===== src/rtl/ysyx_23060240_pkg.sv =====
`default_nettype none
// ============================================================================
// Module      : ysyx_23060240_pkg
// Description : Shared types and constants for the ysyx_23060240 fetch path.
// Revision    : 1.0 - initial release
// ============================================================================
package ysyx_23060240_pkg;

  localparam int XLEN   = 32;
  localparam int INST_W = 32;

  localparam logic [XLEN-1:0] DEFAULT_RESET_PC = 32'h8000_0000;

  // Fetch sequencer states
  typedef enum logic [2:0] {
    S_IDLE = 3'd0,
    S_REQ  = 3'd1,
    S_WAIT = 3'd2,
    S_OUT  = 3'd3,
    S_DROP = 3'd4
  } fetch_state_e;

  // Instructions are word aligned; the low two bits of a target are dropped.
  function automatic logic [XLEN-1:0] align_pc(input logic [XLEN-1:0] addr);
    return {addr[XLEN-1:2], 2'b00};
  endfunction

endpackage
`default_nettype wire


===== src/rtl/ysyx_23060240_fetch_ctrl.sv =====
`default_nettype none
// ============================================================================
// Module      : ysyx_23060240_fetch_ctrl
// Description : Instruction-fetch sequencer. Owns the fetch PC, issues one
//               memory request at a time, hands instructions to decode over
//               valid/ready and applies redirects, discarding stale responses.
// Revision    : 1.0 - initial release
// ============================================================================
module ysyx_23060240_fetch_ctrl
  import ysyx_23060240_pkg::*;
#(
  parameter logic [XLEN-1:0] RESET_PC = DEFAULT_RESET_PC
) (
  input  logic              clk,
  input  logic              rst_n,
  input  logic              redirect_valid,
  input  logic [XLEN-1:0]   redirect_pc,
  output logic              imem_req_valid,
  input  logic              imem_req_ready,
  output logic [XLEN-1:0]   imem_req_addr,
  input  logic              imem_resp_valid,
  input  logic [INST_W-1:0] imem_resp_data,
  output logic              inst_valid,
  input  logic              inst_ready,
  output logic [INST_W-1:0] inst,
  output logic [XLEN-1:0]   inst_pc,
  output logic [XLEN-1:0]   pc
);

  fetch_state_e    state;
  logic [XLEN-1:0] redirect_tgt;
  logic [XLEN-1:0] pc_next;
  logic            unused_redirect_lsb;

  assign redirect_tgt        = align_pc(redirect_pc);
  assign unused_redirect_lsb = ^redirect_pc[1:0];

  // Handshake outputs are pure decodes of the state register.
  assign imem_req_valid = (state == S_REQ);
  assign inst_valid     = (state == S_OUT);
  assign imem_req_addr  = pc;

  // Next-PC mux: redirect wins, sequential advance only when decode takes
  // the held instruction, otherwise hold.
  always_comb begin
    pc_next = pc;
    case (state)
      S_REQ, S_WAIT, S_DROP: begin
        if (redirect_valid) pc_next = redirect_tgt;
      end
      S_OUT: begin
        if (redirect_valid)  pc_next = redirect_tgt;
        else if (inst_ready) pc_next = pc + 32'd4;
      end
      default: pc_next = pc;
    endcase
  end

  // Fetch FSM together with the PC and the held-instruction registers.
  always_ff @(posedge clk or negedge rst_n) begin
    if (!rst_n) begin
      state   <= S_IDLE;
      pc      <= RESET_PC;
      inst    <= '0;
      inst_pc <= '0;
    end else begin
      pc <= pc_next;
      case (state)
        S_IDLE: state <= S_REQ;
        S_REQ: begin
          // A request accepted in the same cycle as a redirect fetched the
          // old address, so its response must be thrown away.
          if (imem_req_ready) state <= redirect_valid ? S_DROP : S_WAIT;
        end
        S_WAIT: begin
          if (redirect_valid) begin
            state <= imem_resp_valid ? S_REQ : S_DROP;
          end else if (imem_resp_valid) begin
            inst    <= imem_resp_data;
            inst_pc <= pc;
            state   <= S_OUT;
          end
        end
        S_OUT: begin
          if (redirect_valid || inst_ready) state <= S_REQ;
        end
        S_DROP: begin
          if (imem_resp_valid) state <= S_REQ;
        end
        default: state <= S_IDLE;
      endcase
    end
  end

endmodule
`default_nettype wire


===== config.mk =====
export PLATFORM = sky130hd
export DESIGN_NAME = ysyx_23060240_fetch_ctrl
export DESIGN_NICKNAME = d
export VERILOG_FILES = /design/src/rtl/ysyx_23060240_pkg.sv /design/src/rtl/ysyx_23060240_fetch_ctrl.sv
export SDC_FILE = /design/constraint.sdc
export NUM_CORES = 1
export LEC_CHECK = 0
export BUFFER_PORTS_ARGS = -buffer_cell sky130_fd_sc_hd__buf_2
export CAP_MARGIN = 10
export CORE_MARGIN = 8
export CORE_UTILIZATION = 31
export CTS_BUF_LIST = sky130_fd_sc_hd__clkbuf_4 sky130_fd_sc_hd__clkbuf_8
export DETAILED_ROUTE_END_ITERATION = 6
export PLACE_DENSITY = 0.6
export SYNTH_ARGS = -nofsm -noshare
export SYNTH_HDL_FRONTEND = slang
export SYNTH_SLANG_ARGS = --single-unit

===== constraint.sdc =====
create_clock -name clk -period 3.4 [get_ports clk]
set_input_delay 0.34 -clock clk [delete_from_list [all_inputs] [get_ports clk]]
set_output_delay 0.34 -clock clk [all_outputs]
set_load 0.01 [all_outputs]

# == Word-level counts from Yosys, hierarchy flattened ==
# Cells that the tools add are included.
# totals
in_bits,70
register_bits,99
# classes
n_addsub,1
n_bitwise,1
eq_ne,10
n_reduce_logical,7
n_mux,12
# op_table
op,n
$mux 32,3
$pmux 32 s2,1
$add 32x3->32 const B,1
$mux 3,7
$pmux 3 s5,1
$eq 3x2->1 const B,2
$reduce_and 3->1,2
$ne 2x1->1 const B,2
$ne 2x2->1 const B,2
$reduce_and 4->1,1
$eq 3x1->1 const B,1
$eq 3x3->1 const B,1
$logic_not 3->1,1
$ne 3x2->1 const B,1
$ne 3x3->1 const B,1
$reduce_or 3->1,1
$reduce_bool 2->1,1
$logic_or 1x1->1,1
$not 1->1,1

# == Depth between registers and ports, before layout ==
# depth
depth_word,4
ltp_mapped,7
mapped_depth_nobuf,6

# == Worst setup path after synthesis ==
# No wires, ideal clock.
# synth_path
path_kind,reg-to-reg
from,"register pc[2], in the netlist imem_req_addr[2]"
to,"register pc[30], in the netlist imem_req_addr[30]"
arrival_time_ns,1.887
path_buffers,0
required_time_ns,3.274
path_slack_ns,1.387
stages_incl_launch_ff,7
setup_ns,0.126
path_cell_list,dfrtp_1 -> ha_1 -> nand3_1 -> nor4_4 -> nand3_2 -> or3_1 -> o311a_1
# synth_via
elab_chain_len,4
# synth_lines
item,line_no,rtl
"start, declared",ysyx_23060240_fetch_ctrl.sv:27,output logic [XLEN-1:0] pc
"start signal, assigned",ysyx_23060240_fetch_ctrl.sv:67,pc <= pc_next;
$add 32x3->32,ysyx_23060240_fetch_ctrl.sv:53,else if (inst_ready) pc_next = pc + 32'd4;
$mux 32,ysyx_23060240_fetch_ctrl.sv:53,
$mux 32,ysyx_23060240_fetch_ctrl.sv:52,if (redirect_valid) pc_next = redirect_tgt;
$pmux 32 s2,ysyx_23060240_fetch_ctrl.sv:47,case (state)
# Every way passes these cells. The select of a mux whose other input is x is not followed.
# A chain may end at the register's enable or synchronous reset.

# == Worst setup path after layout ==
# layout_path
from,register state[2]
to,"register pc[12], in the netlist imem_req_addr[12]"
# layout_via
elab_chain_len,4
word_cells_on_any_way,10
cone_classes,eq/ne (6); mux (1); reduce/logical (3)
# layout_lines
item,line_no,rtl
"start, declared",ysyx_23060240_fetch_ctrl.sv:30,fetch_state_e state;
"start signal, assigned",ysyx_23060240_fetch_ctrl.sv:73,if (imem_req_ready) state <= redirect_valid ? S_DROP : S_WAIT;
"start signal, assigned",ysyx_23060240_fetch_ctrl.sv:77,state <= imem_resp_valid ? S_REQ : S_DROP;
"$eq 3x1->1, or another cell as far along",ysyx_23060240_fetch_ctrl.sv:47,
$reduce_or 3->1,ysyx_23060240_fetch_ctrl.sv:47,
$ne 2x2->1 (no source line) or $reduce_bool 2->1 (tied branches),n/a,
$reduce_and 3->1 (no source line),n/a,
# Several ways; a longest one is shown, not always the timed one.

==> results.ini <==
[run_status]
outcome=completed

[die]
die_y_um=139
start_util_pct=31.2
fp.coreArea_mm2=0.0150
die_w_um=139
ios=200
die_area_mm2=0.0193
rows=45

[worst_hold_path]
holdCritPathClass=input port to async pin

[critical_path]
cp_slowest_cell=and3b_2
r2r_start=state[2]$_DFFE_PN0P_
critPathLaunchType=flip-flop
cp_cell_sequence=and2b_1 > and3b_2 > buf_4 > nand2_1 > o22ai_1 > o2bb2a_1
reg2reg_slack_ns=1.04
end_kind=flip-flop
cpPeakStageDelay_ns=0.58
critPathMaxFanout=32
r2r_end=imem_req_addr[12]$_DFFE_PN0P_
cp.required_ns=3.66
cp_data_arrival_time_ns=2.63
worstSetupPathType=flip-flop to flip-flop
reg2reg_depth=6

[timing]
relSlewSlack_pct=34.4
fin_crit_ns=2.36
clock.fmax_mhz=423
finalCritPeriodShare_pct=69.5
fin_skew_ns=0.00858
hold_slack_ns=0.104
max_slew.worst_pin.slew_ns=0.984
finalHoldViolCount=0
layout_setup_ws_ns=1.04
setup_viol=0
drv_slew=0
rsz0062_at_grt=false
fin_setup_tns_ns=0

[synth]
yosysUniqueCellTypes=56
ys_warn_count=0
synth-main-ff-cell=dfrtp_1
synthArstFlopShare_pct=100
ys_seq_elements=95
netlist_instances=428
synth_top_area_cell=dfrtp_1
synth_edf_count=0
netlist_area_mm2=0.00467
synth_top_cell_area_share_pct=50.3
ys_seq_area_share_pct=50.9
synthTopCellsByArea=dfrtp_1, mux2_2, buf_4, a21oi_1, nand2_1
avgSynthCellArea_um2=10.9

[clock_network]
cts_root_buf=clkbuf_8
cts_sinks=95
clkTransAtPathRegs_ns=0.09
htreeDepth=3
cts_tree=done
cts_max_path_buffers=2
post_cts.repair.setup_buffers=0
clkLatencyLatePin_ns=0.38
cts.hold.buffers_added=0
cts_buffers=9
cts_resized=0

[layout]
area_growth_pct=24.3
stdcell_area_mm2=0.00581
stdcell_count=776
multi_input_area_mm2=0.00193
layout_commonest_cell=buf_2
area.sequential_mm2=0.00238
drive_gt1_share_pct=48.6
layout_common_cells=buf_2, dfrtp_1, mux2_2
fill_cells=1536
fin_nets=653

[placement]
placed_cells=759
hpwl_mm=10.2
place.gp.congestion=0.760
port_buffers=191
place_ws_ns=1.04
post_dp_cell_area_mm2=0.00558

[power_and_ir_drop]
intPower_mw=3.08
power.density_mw_per_mm2=894
p_leak_nw=2.86
max-vdd-ir-drop_mv=0.412
power_switching_share_pct=40.6
seqPwrFrac_pct=41.1
p_comb_share_pct=42.6
power_switching_mw=2.11
clockPowerShare_pct=16.3

[global_route]
grt_pass1_wl_mm=22.5
use_met2_pct=22.9
first_global_vias=4097
grt_max_degree=77
grt_overflow_total=0
globalRouteMet1Util_pct=17.5
globalRouteTotalUtil_pct=14.4
gr-usage-met3_pct=5.78
busiest_layer=met2
antenna_found_initial=2

[drt]
via_per_inst=4.97
initialDrtViolationCount=164
dr.pass1.iters=4
via_count=3856
drc=0
wl_per_cell_um=17.6
detail-route-antenna-nets=0
wirelength_mm=13.7

[job]
cap_violations=0

## metal layers
layer / vias to the layer above / wire [um]
met5: - / 13
met4: 2 / 214
met3: 16 / 1230
met2: 162 / 6320
met1: 1852 / 5900
li1: 1824 / -
## power groups by stage
stage	Clock, mW	Sequential, mW	Combinational, mW
3_5_place_dp	0	2.17	2.24
6_report	0.845	2.13	2.21
4_1_cts	0.894	2.14	2.25
3_3_place_gp	0	2.11	2.22
5_1_grt	0.935	2.23	2.42
2_1_floorplan	0	2.28	1.27
## critical path, delay by kind of cell, from the launching register on
family	cells	cell delay, ns
flops	1	0.46
buf+inv	1	0.41
simple gates	3	1.04
compound gates	2	0.33
## synthesized netlist by cell type, types with 2 or more instances
| cell type | number |
|---|---|
| a21o_1 | 2 |
| a21oi_1 | 36 |
| a221o_1 | 2 |
| a2bb2oi_1 | 11 |
| a31oi_1 | 3 |
| and2_1 | 3 |
| and3_1 | 6 |
| and3b_1 | 2 |
| buf_2 | 13 |
| buf_4 | 36 |
| clkbuf_1 | 11 |
| dfrtp_1 | 94 |
| inv_1 | 4 |
| mux2_2 | 58 |
| nand2_1 | 31 |
| nand2b_1 | 3 |
| nand3_1 | 20 |
| nand3b_1 | 2 |
| nand4_1 | 15 |
| nor2_1 | 10 |
| nor3_1 | 4 |
| o21ai_0 | 13 |
| o21ai_1 | 6 |
| o21bai_1 | 2 |
| o22ai_1 | 10 |
## cell type report
cell class                      instances  share of cell area, %
Tap cell                              188                   4.05
Inverter                                5                  0.323
Multi-Input combinational cell        272                   33.2
Clock inverter                          6                   1.62
Antenna cell                            1                 0.0431
Timing Repair Buffer                  199                   17.5
Clock buffer                           10                   2.26
Sequential cell                        95                   41.0
## cell families (layout without fill, tap and decap cells)
logic type / Yosys count / in the layout / synth area share, %
AND/OR/NAND/NOR: 109 / 109 / 12.8
AO/OA/AOI/OAI: 97 / 97 / 13.2
flip-flops: 95 / 95 / 50.9
buffers and inverters: 66 / 220 / 8.54
multiplexers: 59 / 59 / 14.2
adder cells (fa/ha/maj): 1 / 1 / 0.268
other: 1 / 7 / 0.0802
## per-stage QoR
step | power [mW] | util (%)
6_report | 5.19 | 38.8
5_1_grt | 5.58 | 38.8
4_1_cts | 5.29 | 38.8
3_5_place_dp | 4.41 | 37.3
3_3_place_gp | 4.33 | 37.3
2_1_floorplan | 3.55 | -
## state kept, by name (all words and copies together), names as in the netlist
register / flops
inst: 32
inst_pc: 30
imem_req_addr: 30
state: 3
## how the worst max path moves through the flow
| stage | from | to | slack (ns) |
|---|---|---|---|
| 2_1_floorplan | imem_req_addr[2]$_DFFE_PN0P_ | imem_req_addr[30]$_DFFE_PN0P_ | 1.39 |
| 3_3_place_gp | state[2]$_DFFE_PN0P_ | imem_req_addr[12]$_DFFE_PN0P_ | 1.14 |
| 3_5_place_dp | state[2]$_DFFE_PN0P_ | imem_req_addr[12]$_DFFE_PN0P_ | 1.04 |
| 4_1_cts | state[2]$_DFFE_PN0P_ | imem_req_addr[12]$_DFFE_PN0P_ | 1.03 |
| 5_1_grt | imem_req_addr[2]$_DFFE_PN0P_ | imem_req_addr[30]$_DFFE_PN0P_ | 0.87 |
| 6_report | state[2]$_DFFE_PN0P_ | imem_req_addr[12]$_DFFE_PN0P_ | 1.04 |
Note: power is estimated with default switching activity, not from simulation.
